===== src/rtl/fsm_seq_detect_param.sv =====
`default_nettype none
// ============================================================================
// Module   : fsm_seq_detect_param
// Summary  : Serial trigger-pattern detector with programmable wait and check
// Revision : 1.0
// ============================================================================
module fsm_seq_detect_param #(
    parameter int unsigned          PAT_LEN     = 1,
    parameter logic [PAT_LEN-1:0]   PATTERN     = PAT_LEN'(1),
    parameter int unsigned          DELAY       = 1,
    parameter logic                 CHECK_LEVEL = 1'b1,
    parameter int unsigned          CNT_W       = 8
) (
    input  logic             clk,
    input  logic             rst_n,
    input  logic             din,
    input  logic             en,
    input  logic             clear,
    output logic             dout,
    output logic             busy,
    output logic [CNT_W-1:0] hit_count
);

    typedef enum logic [2:0] {
        S_IDLE  = 3'b001,
        S_WAIT  = 3'b010,
        S_CHECK = 3'b100
    } state_t;

    state_t             state_q, state_d;
    logic [CNT_W-1:0]   cnt_q, cnt_d;
    logic               w_match;
    logic               w_idle_adv;
    logic               w_leave_idle;
    logic               w_wait_done;

    assign w_idle_adv   = en && (state_q == S_IDLE);
    assign w_leave_idle = w_idle_adv && w_match;

    // Pattern history; cleared on leaving IDLE so sequences never overlap.
    if (PAT_LEN == 1) begin : g_single_bit
        assign w_match = (din == PATTERN[0]);
    end else begin : g_history
        localparam int HW = PAT_LEN - 1;
        localparam int FW = $clog2(PAT_LEN);
        localparam logic [FW-1:0] FILL_MAX = FW'(PAT_LEN - 1);

        logic [HW-1:0] hist_q, hist_d;
        logic [FW-1:0] fill_q, fill_d;

        assign w_match = (fill_q == FILL_MAX) && ({hist_q, din} == PATTERN);

        always_comb begin
            hist_d = hist_q;
            fill_d = fill_q;
            if (w_idle_adv) begin
                if (w_match) begin
                    hist_d = '0;
                    fill_d = '0;
                end else begin
                    hist_d = HW'({hist_q, din});
                    if (fill_q != FILL_MAX) begin
                        fill_d = fill_q + FW'(1);
                    end
                end
            end
        end

        always_ff @(posedge clk or negedge rst_n) begin
            if (!rst_n) begin
                hist_q <= '0;
                fill_q <= '0;
            end else begin
                hist_q <= hist_d;
                fill_q <= fill_d;
            end
        end
    end

    if (DELAY > 0) begin : g_delay
        logic [7:0] dcnt_q, dcnt_d;

        assign w_wait_done = (dcnt_q == 8'(DELAY - 1));

        // Counter idles at zero, so it is already loaded on WAIT entry.
        always_comb begin
            dcnt_d = dcnt_q;
            if (en) begin
                dcnt_d = (state_q == S_WAIT) ? dcnt_q + 8'd1 : 8'd0;
            end
        end

        always_ff @(posedge clk or negedge rst_n) begin
            if (!rst_n) begin
                dcnt_q <= 8'd0;
            end else begin
                dcnt_q <= dcnt_d;
            end
        end
    end else begin : g_no_delay
        assign w_wait_done = 1'b1;
    end

    always_ff @(posedge clk or negedge rst_n) begin
        if (!rst_n) begin
            state_q <= S_IDLE;
            cnt_q   <= '0;
        end else begin
            state_q <= state_d;
            cnt_q   <= cnt_d;
        end
    end

    always_comb begin
        state_d = state_q;
        if (en) begin
            case (state_q)
                S_IDLE:  if (w_leave_idle) state_d = (DELAY == 0) ? S_CHECK : S_WAIT;
                S_WAIT:  if (w_wait_done) state_d = S_CHECK;
                S_CHECK: state_d = S_IDLE;
                default: state_d = S_IDLE;
            endcase
        end
    end

    always_comb begin
        dout = 1'b0;
        busy = 1'b0;
        case (state_q)
            S_WAIT:  busy = 1'b1;
            S_CHECK: begin
                busy = 1'b1;
                dout = en && (din == CHECK_LEVEL);
            end
            default: ;
        endcase
    end

    always_comb begin
        cnt_d = cnt_q;
        if (clear) begin
            cnt_d = '0;
        end else if (dout && (cnt_q != {CNT_W{1'b1}})) begin
            cnt_d = cnt_q + CNT_W'(1);
        end
    end

    assign hit_count = cnt_q;

endmodule
`default_nettype wire


===== config.mk =====
export PLATFORM = sky130hd
export DESIGN_NAME = fsm_seq_detect_param
export DESIGN_NICKNAME = d
export VERILOG_FILES = /design/src/rtl/fsm_seq_detect_param.sv
export SDC_FILE = /design/constraint.sdc
export NUM_CORES = 1
export LEC_CHECK = 0
export ABC_AREA = 0
export ABC_CLOCK_PERIOD_IN_PS = 1850
export CAP_MARGIN = 20
export CORE_ASPECT_RATIO = 1.2
export CORE_MARGIN = 5
export CORE_UTILIZATION = 52
export CTS_CLUSTER_DIAMETER = 100
export CTS_CLUSTER_SIZE = 25
export DETAILED_ROUTE_END_ITERATION = 16
export PLACE_DENSITY = 0.78
export SKIP_LAST_GASP = 1
export SYNTH_ARGS = -nofsm -noshare
export SYNTH_HDL_FRONTEND = slang
export SYNTH_SLANG_ARGS = --single-unit

===== constraint.sdc =====
create_clock -name clk -period 1.85 [get_ports clk]
set_input_delay 0.555 -clock clk [delete_from_list [all_inputs] [get_ports clk]]
set_output_delay 0.555 -clock clk [all_outputs]
set_load 0.1 [all_outputs]

Word level (Yosys, flattened, before mapping):

Cells that the tools add are included.

* memory bits (writable): 0
* logic and storage cells: 27
* bits in registers: 19
* input bits: 5
* memories kept: 0
* latch bits: 0
* bits in read-only memories: 0

* divide/modulo/power cells: 0
* add/sub/neg operators: 2
* muxes and demuxes: 8
* shifts and indexed selects: 0
* reduce and logical (&&, ||, !) cells: 8
* $lt $le $gt $ge: 0
* equality and inequality tests: 6
* bitwise operators: 0
* multipliers: 0

Operators with widths (number)
* $mux W8: 3
* $add A8 B1 Y8 const B: 2
* $logic_not A8 Y1: 1
* $ne A8 B8 Y1 const B: 1
* $mux W3: 2
* $pmux W3 S2: 1
* $logic_and A1 B1 Y1: 4
* $ne A2 B2 Y1 const B: 2
* $eq A3 B1 Y1 const B: 1
* $eq A3 B2 Y1 const B: 1
* $eq A3 B3 Y1 const B: 1
* $reduce_and A3 Y1: 1
* $mux W1: 2
* $reduce_bool A2 Y1: 1
* $reduce_or A2 Y1: 1

Longest topological paths before layout:

* depth after elaboration: 5
* depth in mapped cells: 5
* depth with buffers taken out: 5

Least setup slack after synthesis:

Ideal clock, no wire load.

* path type: input port to output port
* start point: input port en
* end point: output port dout
* slack: -0.666 ns
* arrival: 1.961 ns
* stages: 2
* path through: nand3b_1 > nor2_1

* longest elaborated chain between the ends: 2

Ends and longest elaborated chain
* start, declared: RTL line 17 `input logic en,`
* $logic_and A1 B1 Y1: RTL line 133 `dout = en && (din == CHECK_LEVEL);`
* $mux W1: RTL line 129 `case (state_q)`
* end, declared: RTL line 19 `output logic dout,`

Every way passes these cells.

Worst setup path in the final report:

* start point: register state_q[2]
* end point: output port busy

* longest elaborated chain between the ends: 3

Ends and longest elaborated chain
* start, declared: RTL line 30 `state_t state_q, state_d;`
* start signal, assigned: RTL line 109 `state_q <= state_d;`
* $eq A3 B2 Y1 or $eq A3 B3 Y1 (tied branches): RTL line 129
* $reduce_or A2 Y1 (no source line) (*)
* $mux W1 (*): RTL line 129
* end, declared: RTL line 20 `output logic busy,`

Mark *: on every way between the ends. The rest lies on a longest branch, timed or not.

==> impl_metrics.csv <==
group,metric,value,unit
logic_synthesis,yosys.area_share.simple,25.3,%
finish,diodes,0,
pwr,power_density,743,nW/µm²
pwr,p_int,0.690,mW
logic_synthesis,synth_warnings,0,
logic_synthesis,syn_inst,107,
pwr,p_sw_share,33.8,%
finish,finish.instance_area,1400,µm²
sta,hold_slack,0.537,ns
logic_synthesis,synth_xor_area_share,5.07,%
logic_synthesis,synth_seq_cells,19,
cts,cts.clk_slew.worst_paths,0.11,ns
pwr,pwr-share-seq,46.7,%
route,wl_per_cell,14.9,µm
global_route,antenna_found_initial,0,
placement,dpl_cell_area,1350,µm²
die,die_y,58.9,µm
cts,tritoncts,"yes",
setup_path,endpoint_kind,"output pin",
route,route.detailed.drc,0,
cts,cts_hold_buf,0,
sta,period_needed,1.83,ns
sta,finClkSkew,0.00139,ns
global_route,grt_max_degree,20,
pwr,p_leak,0.583,nW
route,routed_wl,2220,µm
setup_path,crit_fanout,8,
route,drt-vias-per-instance,5.91,
die,num_io_pins,15,
pwr,ir_drop,0.528,mV
pwr,clock_power_share,20.3,%
logic_synthesis,async_flop_share,100,%
cts,cts.path.max_buffers,2,
die,std_cell_rows,17,
route,dr.pass1.iters,4,
sta,rsz0062_at_grt,"yes",
placement,port_buffers,14,
route,num_vias,880,
setup_path,endpoint,"busy",
finish,syn_to_final_growth,35.2,%
cts,cts_buffers,3,
placement,place.gp.congestion,0.811,
global_route,track_usage,16.9,%
die,start_util,55.4,%
logic_synthesis,synth_compound_area_share,15.3,%
sta,max_slew_margin,72.0,%
job,maxCapViolations,0,
logic_synthesis,synth_top_family_by_area,"simple AND/OR/NAND/NOR gates",
global_route,grt_pass1_wl,3930,µm
logic_synthesis,syn_nets,115,
die,die-area,2990,µm²
sta,period_share,99.0,%
setup_path,crit_type,"register to output pin",
pwr,totalPowerFinal,1.04,mW
die,coreArea,1870,µm²
worst_hold_path,hold_path_class,"register to register",
setup_path,r2r_slack,0.14,ns
setup_path,worstPathRequired,1.29,ns
cts,cts.sinks,19,
logic_synthesis,yosysSeqAreaShare,46.0,%
logic_synthesis,synthAdderAreaFrac,3.62,%
sta,fmax,0.546,GHz
global_route,grt-ovfl-total,0,
cts,clk_latency,0.29,ns
logic_synthesis,avgSynthCellArea,9.69,µm²
route,first_iter_violations,7,
route,antenna_left,0,
setup_path,cp.arrival,1.28,ns
placement,dp_hpwl,1620,µm
finish,drive_above_1_share,29.2,%
status,status,"finished clean",
placement,place_ws,-0.307,ns
sta,worst_pin_slew,0.419,ns
setup_path,rr_endpoint,"hit_count[7]$_DFFE_PN0P_",
die,die_width,50.8,µm
pwr,netSwitchingPower,0.352,mW
finish,post-route-util,74.9,%
setup_path,rr_worst_depth,6,
setup_path,critPathLaunch,"state_q[2]$_DFFE_PN0P_",
logic_synthesis,netlist_area,1040,µm²
sta,finalMaxSlewViolations,0,
pwr,p_comb_share,32.9,%
setup_path,r2r_start,"state_q[1]$_DFFE_PN0P_",
sta,hold_violations,0,
cts,cts-root-buf,"clkbuf_4",
global_route,grt_pass1_vias,897,
setup_path,start_kind,"register",
logic_synthesis,synthFlopType,"dfrtp_1",
cts,cts_max_level,1,
logic_synthesis,synth-edff-count,0,
finish,fin_nets,139,
sta,setup_viol,0,
sta,timing.final.ws_setup,0.0179,ns
logic_synthesis,ys_types,38,
logic_synthesis,synthMuxAreaShare,1.93,%
-- state kept, by name, summed over array words and instances, names as in the netlist --
name / count
g_delay.dcnt_q: 8
hit_count: 8
state_q: 3
-- critical path, cell delays in order, from the launching register on --
cell     delay, ns
dfrtp_2       0.48
xnor2_1       0.27
nor2_4        0.06
buf_12        0.16
-- per-layer routing --
layer	vias to the layer above	share of wire [%]	GRT usage (%)
li1	437	-	-
met1	425	41	19.4
met2	14	54	30.0
met3	4	3.4	3.29
met4	0	1.5	7.66
met5	-	0	0
-- logic make-up (layout without fill, tap and decap cells) --
family	count (synthesis)	in the layout
xor gates and xnor gates	6	6
buffers and inverters	7	30
DFF	19	19
muxes	2	2
adders and majority gates	3	3
and+or+nand+nor	46	46
AOI/OAI and AO/OA	24	24
-- power by group through the flow --
stage	sequential (mW)	combinational (mW)	clock [mW]
floorplan	0.480	0.227	0
global placement	0.518	0.270	0
detailed placement	0.517	0.276	0
CTS	0.485	0.333	0.220
global route	0.493	0.371	0.244
finish	0.487	0.343	0.212
-- cell usage in the layout, fill, tap and decap left out, types with 3 or more instances in the layout --
cell / instances
clkbuf_4: 3
inv_1: 3
dfrtp_2: 9
nor2_1: 5
dfrtp_1: 9
ha_1: 3
buf_12: 10
nand3_1: 12
o21ai_0: 8
nand2_1: 5
buf_4: 9
a21oi_1: 8
xor2_1: 5
and3_1: 3
-- through the flow --
step	TNS (ns)	std cells
after detailed placement	-1.72	141
final	0	149
after global routing	-0.0856	149
after floorplan	0	107
after global placement	-1.32	141
after CTS	0	148
-- worst min-delay path by stage --
| stage | from | endpoint | slack, ns | cells after the start |
|---|---|---|---|---|
| 6_report | g_delay.dcnt_q[4]$_DFFE_PN0P_ | g_delay.dcnt_q[4]$_DFFE_PN0P_ | 0.54 | 1 |
| 5_1_grt | g_delay.dcnt_q[4]$_DFFE_PN0P_ | g_delay.dcnt_q[4]$_DFFE_PN0P_ | 0.55 | 1 |
| 4_1_cts | g_delay.dcnt_q[4]$_DFFE_PN0P_ | g_delay.dcnt_q[4]$_DFFE_PN0P_ | 0.53 | 1 |
| 3_5_place_dp | g_delay.dcnt_q[4]$_DFFE_PN0P_ | g_delay.dcnt_q[4]$_DFFE_PN0P_ | 0.51 | 1 |
| 3_3_place_gp | g_delay.dcnt_q[4]$_DFFE_PN0P_ | g_delay.dcnt_q[4]$_DFFE_PN0P_ | 0.50 | 1 |
| 2_1_floorplan | rst_n | g_delay.dcnt_q[0]$_DFFE_PN0P_ | 0.26 | 0 |
-- layout make-up --
| cell class | count | area, µm² |
|---|---|---|
| Timing Repair Buffer | 23 | 305 |
| Tap cell | 19 | 23.8 |
| Inverter | 3 | 11.3 |
| Clock inverter | 1 | 5.00 |
| Multi-Input combinational cell | 81 | 547 |
| Fill cell | 130 | 469 |
| Sequential cell | 19 | 488 |
| Clock buffer | 3 | 22.5 |
-- synth_stat cells (2+ instances only) --
master    number  share of area (%)
a21oi_1        8                3.9
and3_1         3                1.8
buf_2          2               0.97
dfrtp_1       18                 43
ha_1           3                3.6
inv_1          3                1.1
mux2i_1        2                1.9
nand2_1        5                1.8
nand2b_1       2                1.2
nand3_1       12                5.8
nor2_1         7                2.5
nor3_1         2               0.97
nor4_1         2                1.2
o21ai_0        8                3.9
o31ai_1        2                1.4
or3_1          2                1.2
xor2_1         5                4.2
-- timing repair --
item	4_1_cts	5_1_grt
pin swaps	2	0
setup buffers	3	1
setup endpoints to repair	2	2
gates resized for setup	3	0
Note: power is estimated with default switching activity, not from simulation.
